File: src/rtl/store_buffer.sv
// Store buffer: formats stores into word address, lane-shifted data and byte enables, then drains them in order.
// Optional misaligned-store trap enabled with `define STORE_BUF_MISALIGN_TRAP_EN.
module store_buffer #(
  parameter int DEPTH = 4
) (
  input  logic                     clk,
  input  logic                     rst,
  input  logic                     st_valid,
  output logic                     st_ready,
  input  logic [31:0]              st_addr,
  input  logic [31:0]              st_data,
  input  logic [2:0]               st_func3,
  output logic                     st_err,
  output logic                     mem_req,
  output logic [31:0]              mem_addr,
  output logic [31:0]              mem_wdata,
  output logic [3:0]               mem_be,
  input  logic                     mem_ack,
  output logic                     sb_empty,
  output logic [$clog2(DEPTH):0]   sb_count
);

  localparam int PW = $clog2(DEPTH);
  localparam int CW = PW + 1;

  localparam logic [2:0] F3_SB = 3'b000;
  localparam logic [2:0] F3_SH = 3'b001;
  localparam logic [2:0] F3_SW = 3'b010;

  // Byte enables for the lane(s) addressed by the low address bits.
  function automatic logic [3:0] fmt_be(input logic [2:0] f3, input logic [1:0] off);
    logic [3:0] be;
    case (f3)
      F3_SB:   be = 4'b0001 << off;
      F3_SH:   be = 4'b0011 << {off[1], 1'b0};
      F3_SW:   be = 4'b1111;
      default: be = 4'b0000;
    endcase
    return be;
  endfunction

  // Zero-extended store data moved onto the addressed lane(s); SH/SW ignore sub-size offset bits.
  function automatic logic [31:0] fmt_wdata(input logic [2:0] f3, input logic [1:0] off,
                                            input logic [31:0] d);
    logic [31:0] w;
    case (f3)
      F3_SB:   w = {24'h000000, d[7:0]} << {off, 3'b000};
      F3_SH:   w = {16'h0000, d[15:0]} << {off[1], 4'b0000};
      F3_SW:   w = d;
      default: w = 32'h0000_0000;
    endcase
    return w;
  endfunction

  function automatic logic is_valid_f3(input logic [2:0] f3);
    return (f3 == F3_SB) || (f3 == F3_SH) || (f3 == F3_SW);
  endfunction

  logic [31:0]   addr_mem_r  [DEPTH];
  logic [31:0]   wdata_mem_r [DEPTH];
  logic [3:0]    be_mem_r    [DEPTH];
  logic [PW-1:0] wr_ptr_r;
  logic [PW-1:0] rd_ptr_r;
  logic [CW-1:0] count_r;
  logic          err_r;

  logic accept_s;
  logic push_s;
  logic pop_s;
  logic trap_s;

  assign st_ready  = (count_r != CW'(DEPTH));
  assign mem_req   = (count_r != {CW{1'b0}});
  assign sb_empty  = (count_r == {CW{1'b0}});
  assign sb_count  = count_r;
  assign st_err    = err_r;
  assign mem_addr  = addr_mem_r[rd_ptr_r];
  assign mem_wdata = wdata_mem_r[rd_ptr_r];
  assign mem_be    = be_mem_r[rd_ptr_r];

  // Handshake decode: which accepted stores are enqueued and which are trapped.
  always_comb begin
    accept_s = st_valid && st_ready;
    pop_s    = mem_req && mem_ack;
    push_s   = 1'b0;
    trap_s   = 1'b0;
    if (accept_s && is_valid_f3(st_func3)) begin
`ifdef STORE_BUF_MISALIGN_TRAP_EN
      if (((st_func3 == F3_SH) && st_addr[0]) ||
          ((st_func3 == F3_SW) && (st_addr[1:0] != 2'b00))) begin
        trap_s = 1'b1;
      end else begin
        push_s = 1'b1;
      end
`else
      push_s = 1'b1;
`endif
    end else begin
      push_s = 1'b0;
    end
  end

  // FIFO pointers, occupancy and error pulse.
  always_ff @(posedge clk or posedge rst) begin
    if (rst) begin
      wr_ptr_r <= {PW{1'b0}};
      rd_ptr_r <= {PW{1'b0}};
      count_r  <= {CW{1'b0}};
      err_r    <= 1'b0;
    end else begin
      err_r <= trap_s;
      if (push_s) wr_ptr_r <= wr_ptr_r + PW'(1);
      if (pop_s)  rd_ptr_r <= rd_ptr_r + PW'(1);
      case ({push_s, pop_s})
        2'b10:   count_r <= count_r + CW'(1);
        2'b01:   count_r <= count_r - CW'(1);
        default: count_r <= count_r;
      endcase
    end
  end

  // Entry storage, written at the tail on enqueue.
  always_ff @(posedge clk or posedge rst) begin
    if (rst) begin
      for (int i = 0; i < DEPTH; i++) begin
        addr_mem_r[i]  <= 32'h0000_0000;
        wdata_mem_r[i] <= 32'h0000_0000;
        be_mem_r[i]    <= 4'b0000;
      end
    end else if (push_s) begin
      addr_mem_r[wr_ptr_r]  <= {st_addr[31:2], 2'b00};
      wdata_mem_r[wr_ptr_r] <= fmt_wdata(st_func3, st_addr[1:0], st_data);
      be_mem_r[wr_ptr_r]    <= fmt_be(st_func3, st_addr[1:0]);
    end
  end

endmodule

File: config.mk
export PLATFORM = sky130hd
export DESIGN_NAME = store_buffer
export DESIGN_NICKNAME = d
export VERILOG_FILES = /design/src/rtl/store_buffer.sv
export SDC_FILE = /design/constraint.sdc
export NUM_CORES = 1
export LEC_CHECK = 0
export BUFFER_PORTS_ARGS = -buffer_cell sky130_fd_sc_hd__buf_4
export CAP_MARGIN = 40
export CORE_UTILIZATION = 30
export DETAILED_ROUTE_END_ITERATION = 10
export GPL_TIMING_DRIVEN = 0
export HOLD_SLACK_MARGIN = 0.15
export PLACE_DENSITY_LB_ADDON = 0.1
export SLEW_MARGIN = 0
export SYNTH_ARGS = -nofsm -noshare
export SYNTH_HDL_FRONTEND = slang
export SYNTH_SLANG_ARGS = --single-unit
File: constraint.sdc
create_clock -name clk -period 16.31 [get_ports clk]
set_input_delay 0.8155 -clock clk [delete_from_list [all_inputs] [get_ports clk]]
set_output_delay 0.8155 -clock clk [all_outputs]
set_load 0.02 [all_outputs]
==> impl_metrics.env <==
export IMPL_syn_area_per_cell_sq_um=14.1
export IMPL_final_max_slew_viol_count=0
export IMPL_synth_edf_count=0
export IMPL_critPathBufInv=4
export IMPL_port_buffers=139
export IMPL_grt_pass1_wl_microns=66700
export IMPL_drive_gt1_frac=0.420
export IMPL_max_clock_path_buffers=3
export IMPL_synth_top_family_by_area="multiplexers"
export IMPL_fmax_mhz=265
export IMPL_slew_limit_headroom=0.409
export IMPL_gr_total_overflow=0
export IMPL_synthXorXnorAreaFrac=0.00404
export IMPL_final_cells=1711
export IMPL_yosys_area_share_simple=0.0214
export IMPL_antenna_found_initial=0
export IMPL_path_cells="clkbuf_1 -> buf_2 -> buf_2 -> mux4_2 -> buf_4"
export IMPL_io_pins=146
export IMPL_hold_violations=0
export IMPL_async_reset_ff_frac=1.00
export IMPL_placed_cell_area_sq_um=15000
export IMPL_yosys_register_bits=271
export IMPL_gr_usage_all_layers=0.202
export IMPL_min_period_ns=3.77
export IMPL_area_growth_pct=23.6
export IMPL_routed_wirelength_microns=43700
export IMPL_crit_family="buffers and inverters"
export IMPL_powerDensity_nw_per_um2=217
export IMPL_clock_tree_root_cell="clkbuf_16"
export IMPL_place_gp_congestion=0.787
export IMPL_syn_inst=922
export IMPL_cp_required_ns=15.49
export IMPL_synth_seq_area_share=0.521
export IMPL_cts_tree="built"
export IMPL_dp_cells=1649
export IMPL_syn_area_sq_um=13000
export IMPL_cts_sinks=271
export IMPL_ys_flop_type="dfrtp_1"
export IMPL_crit_path_end_kind="primary output"
export IMPL_post_route_util=0.379
export IMPL_drt_drc_violations_left=0
export IMPL_ctsResizeCount=0
export IMPL_vias=9505
export IMPL_crit_arrival_ns=2.96
export IMPL_drtAntennaViolNets=0
export IMPL_synth_top_area_cell="dfrtp_1"
export IMPL_cpMaxStageDelayCell="mux4_2"
export IMPL_critPathMaxStageDelay_ns=0.63
export IMPL_critPathLaunchType="register"
export IMPL_drtPass1Iterations=5
export IMPL_hold_path_class="in2async"
export IMPL_postCtsHoldBufs=0
export IMPL_core_area_sq_um=42400
export IMPL_post_cts_buffers=0
export IMPL_peakVddDrop_uv=74.6
export IMPL_dpl_hpwl_microns=29200
export IMPL_synthMuxAreaShare=0.254
export IMPL_fin_crit_sh=0.231
export IMPL_synth_top_area_share=0.521
export IMPL_worst_pin_slew_ns=0.887
export IMPL_post_drt_wl_per_cell_microns=25.6
export IMPL_final_nets=1186
export IMPL_std_cell_rows=75
export IMPL_h_tree_depth=2
export IMPL_via_per_inst=5.56
export IMPL_synth_top_cells_by_area="dfrtp_1, mux2_2, mux4_2"
export IMPL_tns_ns=0
export IMPL_setup_viol=0
export IMPL_clk_pin_slew_ns=0.06
export IMPL_fill_cells=4167
export IMPL_antennaDiodeCount=0
export IMPL_fin_area_sq_um=16100
export IMPL_grt_pass1_vias=10300
export IMPL_crit_type="reg2out"
export IMPL_crit_path_max_fanout=10
export IMPL_die_w_microns=210
export IMPL_outcome="complete, no violations"
export IMPL_synth_compound_area_frac=0.146
export IMPL_cts_buffers=35
export IMPL_grt_start_max_net_pins=108
export IMPL_dieArea_sq_um=44200
export IMPL_worstSkewPairLatency_ns=0.54
export IMPL_leakage_nw=6.69
export IMPL_finalPower_mw=3.49
export IMPL_start_util=0.307
export IMPL_rsz0062_at_grt="no"
export IMPL_ys_types=43
export IMPL_drt_iter0_markers=772
export IMPL_worst_path_most_repeated_cell="buf_2"
export IMPL_yosys_warnings=0
export IMPL_dieHeight_microns=210
export IMPL_final_setup_skew_ns=0.0162
export IMPL_synth_fa_ha_area_frac=0.00634
export IMPL_drv_cap=0
==> power breakdown <==
group	leakage (nW)	total, mW	internal, mW	switching, mW
Combinational	2.76	1.56	0.752	0.806
Sequential	3.37	1.17	0.998	0.168
Clock	0.556	0.766	0.464	0.302
Total	6.69	3.49	2.21	1.28
==> synth_stat cells (4+ instances only) <==
master,instances
o21ai_0,10
mux4_2,66
o31ai_1,8
mux2_2,155
a31oi_1,64
buf_2,26
buf_6,4
o41ai_1,72
mux2i_1,5
buf_4,15
inv_1,24
nand3_1,17
a32o_1,8
a41oi_1,64
ha_1,5
buf_1,8
nand4_1,4
dfrtp_1,271
a22oi_1,8
clkbuf_1,53
==> kinds of logic after synthesis <==
kind of cell             after synthesis
AO/OA/AOI/OAI                        241
XOR/XNOR                               6
adder cells (fa/ha/maj)                6
buffers and inverters                133
flip-flops                           271
multiplexers                         228
other                                  1
AND/OR/NAND/NOR                       36
==> final cells by class <==
cell class | count | area, sq um | area share
Sequential cell | 271 | 6780 | 0.421
Clock inverter | 5 | 65.1 | 0.00404
Inverter | 27 | 109 | 0.00677
Timing Repair Buffer | 148 | 1200 | 0.0744
Clock buffer | 57 | 1070 | 0.0665
Tap cell | 577 | 722 | 0.0449
Buffer | 106 | 517 | 0.0321
Multi-Input combinational cell | 520 | 5630 | 0.350
==> registers in the layout, indices dropped and copies added (netlist names) <==
name,cells
be_mem_r,16
rd_ptr_r,2
addr_mem_r,120
wdata_mem_r,128
wr_ptr_r,2
sb_count,3
==> per-layer routing <==
layer,vias up,track usage,wire length [microns]
met5,-,0,0
li1,4108,-,-
met3,59,0.0393,2730
met4,0,0.0732,1040
met1,4985,0.265,18700
met2,353,0.330,21200
==> final timing paths <==
path                             startpoint          endpoint  slack (ns)  cells past startpoint
max in group asynchronous               rst   wdata_mem_r[79]       14.83                      4
min in group clk           wdata_mem_r[112]  wdata_mem_r[112]        0.49                      1
setup / recovery                rd_ptr_r[0]     mem_wdata[23]       12.54                      5
setup reg to reg                sb_count[0]       sb_count[2]       13.38                     10
hold / removal                          rst   addr_mem_r[107]        0.27                      2
hold reg to reg            wdata_mem_r[112]  wdata_mem_r[112]        0.49                      1
==> worst reg2reg max path, stage by stage, from the launching register on <==
cell and delay (ns):
dfrtp_1 0.44, nor3b_1 0.41, buf_2 0.37, clkinv_1 0.31, nand3_1 0.24, ha_1 0.21
inv_1 0.06, fa_1 0.37, xor2_1 0.15, nor2_1 0.12, xor2_1 0.17
==> stage by stage <==
step / hold slack (ns) / setup slack, ns
2_1_floorplan: 0.453 / 8.03
3_3_place_gp: 0.473 / 4.05
3_5_place_dp: 0.476 / 13.00
4_1_cts: 0.255 / 12.38
5_1_grt: 0.277 / 12.30
6_report: 0.270 / 12.54
==> cell usage in the layout, fill, tap and decap left out, types with 3 or more instances in the layout <==
master / instances
buf_1: 8
a32o_1: 8
xor2_1: 3
o21ai_0: 10
o31ai_1: 8
clkbuf_8: 9
dfrtp_1: 271
clkbuf_1: 65
nand3_1: 17
buf_16: 3
o41ai_1: 72
buf_2: 26
nor4_4: 3
a31oi_1: 64
a21oi_1: 3
mux2i_1: 5
buf_6: 7
inv_1: 23
mux2_2: 155
nand4_1: 4
conb_1: 3
a22oi_1: 8
clkbuf_16: 36
xnor2_1: 3
a41oi_1: 64
ha_1: 5
buf_4: 155
mux4_2: 66
Power figures use the tool's default switching activity.
